--- config.mk ---
export PLATFORM = sky130hd
export DESIGN_NAME = disp_share_ctrl_flat
export DESIGN_NICKNAME = d
export VERILOG_FILES = /design/src/rtl/disp_share_ctrl_if.sv /design/src/rtl/disp_share_ctrl.sv /design/src/flat_wrapper.sv
export SDC_FILE = /design/constraint.sdc
export NUM_CORES = 1
export LEC_CHECK = 0
export CAP_MARGIN = 10
export CORE_MARGIN = 5
export CORE_UTILIZATION = 43
export DETAILED_ROUTE_END_ITERATION = 8
export GPL_TIMING_DRIVEN = 0
export PLACE_DENSITY = 0.73
export SLEW_MARGIN = 20
export SYNTH_ARGS = -nofsm -noshare
export SYNTH_HDL_FRONTEND = slang
export SYNTH_SLANG_ARGS = --single-unit
--- constraint.sdc ---
create_clock -name ck -period 2.75 [get_ports ck]
set_clock_uncertainty 0.2 [all_clocks]
set_input_delay 0.55 -clock ck [delete_from_list [all_inputs] [get_ports ck]]
set_output_delay 0.55 -clock ck [all_outputs]
set_load 0.01 [all_outputs]
--- src/rtl/disp_share_ctrl_if.sv ---
// Requester/display bundle for the shared seven-segment display arbiter.
// master = application requesters side, slave = the arbiter.
interface disp_share_ctrl_if;
    logic        req0;
    logic        req1;
    logic [15:0] data0;
    logic [15:0] data1;
    logic        gnt0;
    logic        gnt1;
    logic [3:0]  A;
    logic [3:0]  B;
    logic [3:0]  C;
    logic [3:0]  D;
    logic        owner;
    logic        busy;
    logic        tick;

    modport master (
        output req0, req1, data0, data1,
        input  gnt0, gnt1, A, B, C, D, owner, busy, tick
    );

    modport slave (
        input  req0, req1, data0, data1,
        output gnt0, gnt1, A, B, C, D, owner, busy, tick
    );
endinterface

--- src/rtl/disp_share_ctrl.sv ---
// Round-robin owner arbitration for the 4-digit display mux, with a minimum
// hold time under contention counted in 1 kHz ticks from a free-running prescaler.
module disp_share_ctrl #(
    parameter int unsigned TICK_DIV   = 50000,
    parameter int unsigned HOLD_TICKS = 1000,
    parameter logic [3:0]  IDLE_CODE  = 4'd10
) (
    input  logic             ck,
    input  logic             R,
    disp_share_ctrl_if.slave bus
);
    localparam int unsigned       HOLD_W   = $clog2(HOLD_TICKS + 1);
    localparam logic [15:0]       CNT_LAST = 16'(TICK_DIV - 1);
    localparam logic [HOLD_W-1:0] HOLD_MAX = HOLD_W'(HOLD_TICKS);

    typedef enum logic [1:0] {
        ST_IDLE = 2'd0,
        ST_OWN0 = 2'd1,
        ST_OWN1 = 2'd2
    } state_t;

    state_t            state_q, state_d;
    logic [15:0]       cnt, cnt_d;
    logic              tick_q, tick_d;
    logic [HOLD_W-1:0] hold, hold_d;
    logic              last, last_d;
    logic              hold_done;
    logic              gnt0_q, gnt0_d;
    logic              gnt1_q, gnt1_d;
    logic              busy_q, busy_d;
    logic              owner_q, owner_d;
    logic [15:0]       frame_q, frame_d;

    function automatic logic [HOLD_W-1:0] sat_inc(input logic [HOLD_W-1:0] v);
        return (v == HOLD_MAX) ? v : v + 1'b1;
    endfunction

    function automatic logic [15:0] frame_for(input state_t s, input logic [15:0] d0,
                                              input logic [15:0] d1);
        case (s)
            ST_OWN0: return d0;
            ST_OWN1: return d1;
            default: return {4{IDLE_CODE}};
        endcase
    endfunction

    always_comb begin
        tick_d    = (cnt == CNT_LAST);
        cnt_d     = tick_d ? 16'd0 : cnt + 16'd1;
        hold_done = (hold == HOLD_MAX);

        state_d = state_q;
        case (state_q)
            ST_IDLE: begin
                if (bus.req0 && bus.req1) state_d = last ? ST_OWN0 : ST_OWN1;
                else if (bus.req0)        state_d = ST_OWN0;
                else if (bus.req1)        state_d = ST_OWN1;
            end
            ST_OWN0: begin
                if (bus.req0) begin
                    if (bus.req1 && hold_done) state_d = ST_OWN1;
                end else begin
                    state_d = bus.req1 ? ST_OWN1 : ST_IDLE;
                end
            end
            ST_OWN1: begin
                if (bus.req1) begin
                    if (bus.req0 && hold_done) state_d = ST_OWN0;
                end else begin
                    state_d = bus.req0 ? ST_OWN0 : ST_IDLE;
                end
            end
            default: state_d = ST_IDLE;
        endcase

        // Any grant change restarts the hold window; a tick on that same edge is dropped.
        last_d = last;
        hold_d = hold;
        if (state_d != state_q) begin
            hold_d = '0;
            if (state_d != ST_IDLE) last_d = (state_d == ST_OWN1);
        end else if (state_q != ST_IDLE && tick_q) begin
            hold_d = sat_inc(hold);
        end

        // Outputs decode the next state so grant and digits switch on the same edge.
        gnt0_d  = (state_d == ST_OWN0);
        gnt1_d  = (state_d == ST_OWN1);
        busy_d  = (state_d != ST_IDLE);
        owner_d = (state_d == ST_OWN1);
        frame_d = frame_for(state_d, bus.data0, bus.data1);
    end

    always_ff @(posedge ck) begin
        if (!R) begin
            state_q <= ST_IDLE;
            cnt     <= '0;
            tick_q  <= 1'b0;
            hold    <= '0;
            last    <= 1'b1;
            gnt0_q  <= 1'b0;
            gnt1_q  <= 1'b0;
            busy_q  <= 1'b0;
            owner_q <= 1'b0;
            frame_q <= {4{IDLE_CODE}};
        end else begin
            state_q <= state_d;
            cnt     <= cnt_d;
            tick_q  <= tick_d;
            hold    <= hold_d;
            last    <= last_d;
            gnt0_q  <= gnt0_d;
            gnt1_q  <= gnt1_d;
            busy_q  <= busy_d;
            owner_q <= owner_d;
            frame_q <= frame_d;
        end
    end

    assign bus.gnt0  = gnt0_q;
    assign bus.gnt1  = gnt1_q;
    assign bus.busy  = busy_q;
    assign bus.owner = owner_q;
    assign bus.tick  = tick_q;
    assign bus.A     = frame_q[15:12];
    assign bus.B     = frame_q[11:8];
    assign bus.C     = frame_q[7:4];
    assign bus.D     = frame_q[3:0];
endmodule

--- src/flat_wrapper.sv ---
// flat-port wrapper written by rule: the top's interface ports become plain ports
module disp_share_ctrl_flat 
#(
    parameter int unsigned TICK_DIV   = 50000,
    parameter int unsigned HOLD_TICKS = 1000,
    parameter logic [3:0]  IDLE_CODE  = 4'd10
)
  (ck, R, bus_req0, bus_req1, bus_data0, bus_data1, bus_gnt0, bus_gnt1, bus_A, bus_B, bus_C, bus_D, bus_owner, bus_busy, bus_tick);
  disp_share_ctrl_if bus_i ();
  input  logic ck;
  input  logic R;
  input wire logic [$bits(bus_i.req0)-1:0] bus_req0;
  input wire logic [$bits(bus_i.req1)-1:0] bus_req1;
  input wire logic [$bits(bus_i.data0)-1:0] bus_data0;
  input wire logic [$bits(bus_i.data1)-1:0] bus_data1;
  output wire logic [$bits(bus_i.gnt0)-1:0] bus_gnt0;
  output wire logic [$bits(bus_i.gnt1)-1:0] bus_gnt1;
  output wire logic [$bits(bus_i.A)-1:0] bus_A;
  output wire logic [$bits(bus_i.B)-1:0] bus_B;
  output wire logic [$bits(bus_i.C)-1:0] bus_C;
  output wire logic [$bits(bus_i.D)-1:0] bus_D;
  output wire logic [$bits(bus_i.owner)-1:0] bus_owner;
  output wire logic [$bits(bus_i.busy)-1:0] bus_busy;
  output wire logic [$bits(bus_i.tick)-1:0] bus_tick;
  assign bus_i.req0 = bus_req0;
  assign bus_i.req1 = bus_req1;
  assign bus_i.data0 = bus_data0;
  assign bus_i.data1 = bus_data1;
  assign bus_gnt0 = bus_i.gnt0;
  assign bus_gnt1 = bus_i.gnt1;
  assign bus_A = bus_i.A;
  assign bus_B = bus_i.B;
  assign bus_C = bus_i.C;
  assign bus_D = bus_i.D;
  assign bus_owner = bus_i.owner;
  assign bus_busy = bus_i.busy;
  assign bus_tick = bus_i.tick;
  disp_share_ctrl #(.TICK_DIV(TICK_DIV), .HOLD_TICKS(HOLD_TICKS), .IDLE_CODE(IDLE_CODE)) u_core (.ck(ck), .R(R), .bus(bus_i));
endmodule
==> impl_metrics.toml, run 1 <==
[global_routing]
grtUsageTotal = 0.157
grt_antenna_before_repair = 0
grt_max_degree = 16
overflow = 0
first_global_vias = 1734
grt_first_pass_wirelength_um = 7940

[critical_path]
timing.critical_path.fanout_max = 10
setup.worst_path.end_class = "flop"
regToRegStartpoint = "u_core.hold[0]$_SDFFE_PP0P_"
worst_path_dominant_cell_family = "compound AO/OA/AOI/OAI gates"
crit_path_cell_trace = "inv_1 -> ha_1 -> nor4bb_4 -> nand3_2 -> mux2i_2 -> buf_4 -> o21a_1 -> ha_2 -> clkbuf_8 -> a221o_1"
slowest_stage = "sky130_fd_sc_hd__dfxtp_1"
critical_path.n_buffers_inverters = 3
required_ns = 2.74
critPathArrivalTime_ns = 2.60
criticalPathCategory = "reg2reg"
worst_setup_path_start_kind = "flop"
worst_setup_path_startpoint = "u_core.hold[0]$_SDFFE_PP0P_"
timing.critical_path.slowest_cell_delay_ns = 0.35

[finish]
antennaDiodeCount = 0
ratio_of_cells_with_drive_above_1_in_the_final_layout = 0.0884
final_design_area_no_fill_sq_um = 2920
share_of_the_core_filled_with_cells_in_the_final_layout = 0.614
final_cell_count_no_fill = 361
area_delta_synth_final_pct = 37.3
final_net_count = 336

[yosys]
postSynthRegisterBits = 49
synthCells = 230
synth.net_count = 273
synth_area_per_cell_sq_um = 9.24
synthDistinctLibCells = 39
synth-edff-count = 0
synth_flop_cell = "sky130_fd_sc_hd__dfxtp_1"
synth_async_sr_flop_share = 0
synthesis.yosys.warnings = 0
synth_area_sq_um = 2130
seq_area_frac_synth = 0.461

[placement]
dpl-instance-area_sq_um = 2760
placedCellCount = 352
gpl.final_weighted_congestion = 0.767
port_buffers = 55
dp_hpwl_um = 3610

[floorplanning]
fp.dieH_um = 80.3
io_pins = 57
core_sq_um = 4750
die_outline_area_sq_um = 6450
die_width_um = 80.3
fp-row-count = 25
initial_utilization = 0.447

[cts]
clock_tree.buffer_depth = 2
cts_tree = "yes"
insertion_delay_ns = 0.30
clock_tree.htree_level_count = 2
cts_made_buffers = 5
clock-root-buffer = "sky130_fd_sc_hd__clkbuf_8"
cts_num_sinks = 49
path_clk_slew_ns = 0.09

[sta]
setup_tns_ns = 0
final-hold-violation-count = 0
period_share = 0.949
final-max-slew-violation-count = 0
final_period_minus_worst_setup_slack_ns = 2.61
grt_setup_unrepaired = "no"
finalSetupViolCount = 0
timing.max_slew.rel_slack = 0.504
max_freq_ghz = 0.383
fin_worst_hold_slack_ns = 0.278
worstMarginPinSlew_ns = 0.739

[power]
irDropWorstVdd_uv = 416
static-leakage-power_nw = 1.04
power.density_nw_per_um2 = 490

[outcome]
run_status = "complete, no violations"

[detailed_routing]
vias_per_cell = 5.03
detail_route.first_pass.iterations = 4
number_of_antenna_violating_nets_in_the_routed_design = 0
via_count = 1817
wl_per_cell_um = 13.4
detail_route.wirelength_um = 4850
drt_iter0_markers = 46
remaining_drc_errors = 0

[worst_hold_path]
hold_path.class = "reg2reg"
min_from = "u_core.cnt[0]$_SDFF_PP0_"

[flow_run]
maxCapViolations = 0
==> logic make-up after synthesis <==
logic type	count (synthesis)	synth area share
buffers and inverters	20	0.0447
adders and majority gates	7	0.0412
xor gates and xnor gates	21	0.0865
muxes	4	0.0188
AOI/OAI and AO/OA	36	0.128
DFF	49	0.461
and+or+nand+nor	93	0.220
==> registers in the layout (all words and copies together) (netlist names) <==
signal / count
u_core.cnt: 16
u_core.frame_q: 16
u_core.hold: 10
u_core.state_q: 2
u_core.bus.busy: 1
u_core.bus.gnt0: 1
u_core.bus.gnt1: 1
u_core.bus.tick: 1
u_core.last: 1
==> synthesized netlist by cell type (all sizes together), types with 2 or more instances <==
cell type  instances  area share
dfxtp             49        0.46
nor2              38       0.067
xnor2             15       0.062
nand2             14       0.028
inv               10       0.018
a221o              8       0.038
a22oi              8       0.028
clkbuf             8       0.014
ha                 7       0.041
nand4              7       0.021
nor3               7       0.016
nand3              6       0.014
o21ai              6       0.014
xor2               6       0.025
mux2i              4       0.019
nor4               4       0.012
a21oi              3      0.0071
a31oi              3      0.0088
and3               3      0.0094
o21a               3       0.011
or3                3      0.0088
and2               2      0.0059
buf                2       0.013
nand3b             2      0.0071
o211a              2      0.0094
or4                2      0.0088
==> final timing paths <==
check / slack, ns / depth (start not counted) / to
max reg2reg: 0.14 / 10 / u_core.frame_q[9]$_SDFF_PN1_
min reg2reg: 0.28 / 1 / u_core.cnt[0]$_SDFF_PP0_
min: 0.28 / 1 / u_core.cnt[0]$_SDFF_PP0_
max: 0.14 / 10 / u_core.frame_q[9]$_SDFF_PN1_
==> where the power goes <==
group	switching [mW]	internal, mW	total [mW]	leakage [nW]
Sequential	0.0127	0.744	0.757	0.399
Combinational	0.114	0.149	0.263	0.597
Clock	0.235	0.176	0.411	0.0439
==> metal layers <==
layer  up-vias  global-route usage  routed length, um
met5         -                   0                  0
met3        15              0.0426                138
li1        938                   -                  -
met2        27               0.261               2430
met1       837               0.185               2110
met4         0              0.0760                161
==> layout make-up <==
| cell class | instances | area [sq um] |
|---|---|---|
| sequential | 49 | 981 |
| inverter | 10 | 37.5 |
| fill | 417 | 1840 |
| clock buffer | 5 | 68.8 |
| buffer | 8 | 71.3 |
| clock inverter | 3 | 17.5 |
| multi-input combinational | 161 | 1090 |
| timing repair buffer | 58 | 573 |
| tap | 67 | 83.8 |
==> cell usage in the layout, fill, tap and decap left out, types with 4 or more instances in the layout <==
cell	n
sky130_fd_sc_hd__a221o_1	8
sky130_fd_sc_hd__a22oi_1	8
sky130_fd_sc_hd__buf_4	4
sky130_fd_sc_hd__clkbuf_1	4
sky130_fd_sc_hd__clkbuf_8	6
sky130_fd_sc_hd__clkdlybuf4s50_1	55
sky130_fd_sc_hd__dfxtp_1	49
sky130_fd_sc_hd__ha_1	6
sky130_fd_sc_hd__inv_1	10
sky130_fd_sc_hd__nand2_1	12
sky130_fd_sc_hd__nand3_1	5
sky130_fd_sc_hd__nand4_1	7
sky130_fd_sc_hd__nor2_1	38
sky130_fd_sc_hd__nor3_1	7
sky130_fd_sc_hd__nor4_1	4
sky130_fd_sc_hd__o21ai_0	4
sky130_fd_sc_hd__xnor2_1	15
sky130_fd_sc_hd__xor2_1	6
==> metrics by stage <==
stage                     total power [mW]  setup WS, ns
after floorplan                      0.888        0.0598
after global placement                1.02        -0.336
after detailed placement              1.02        -0.384
after CTS                             1.44        0.0371
after global routing                  1.51       0.00483
final                                 1.43         0.140
==> timing repair <==
item | in CTS | in global routing
cloned | 0 | 0
buffers inserted | 2 | 1
hold buffers | 0 | 0
endpoints found under the hold margin | 0 | 0
setup endpoints to repair | 19 | 18
pin swaps | 1 | 2
gates resized for setup | 12 | 4
Note: power is estimated with default switching activity, not from simulation.
==> run 2, diff against run 1 <==
--- a/config.mk
+++ b/config.mk
@@ -9,6 +9,7 @@
 export CORE_MARGIN = 5
 export CORE_UTILIZATION = 43
 export DETAILED_ROUTE_END_ITERATION = 8
+export GPL_ROUTABILITY_DRIVEN = 0
 export GPL_TIMING_DRIVEN = 0
 export PLACE_DENSITY = 0.73
 export SLEW_MARGIN = 20
==> results of run 2 <==
Same layout as run 1: the final DEF is identical, and so are final timing and power.
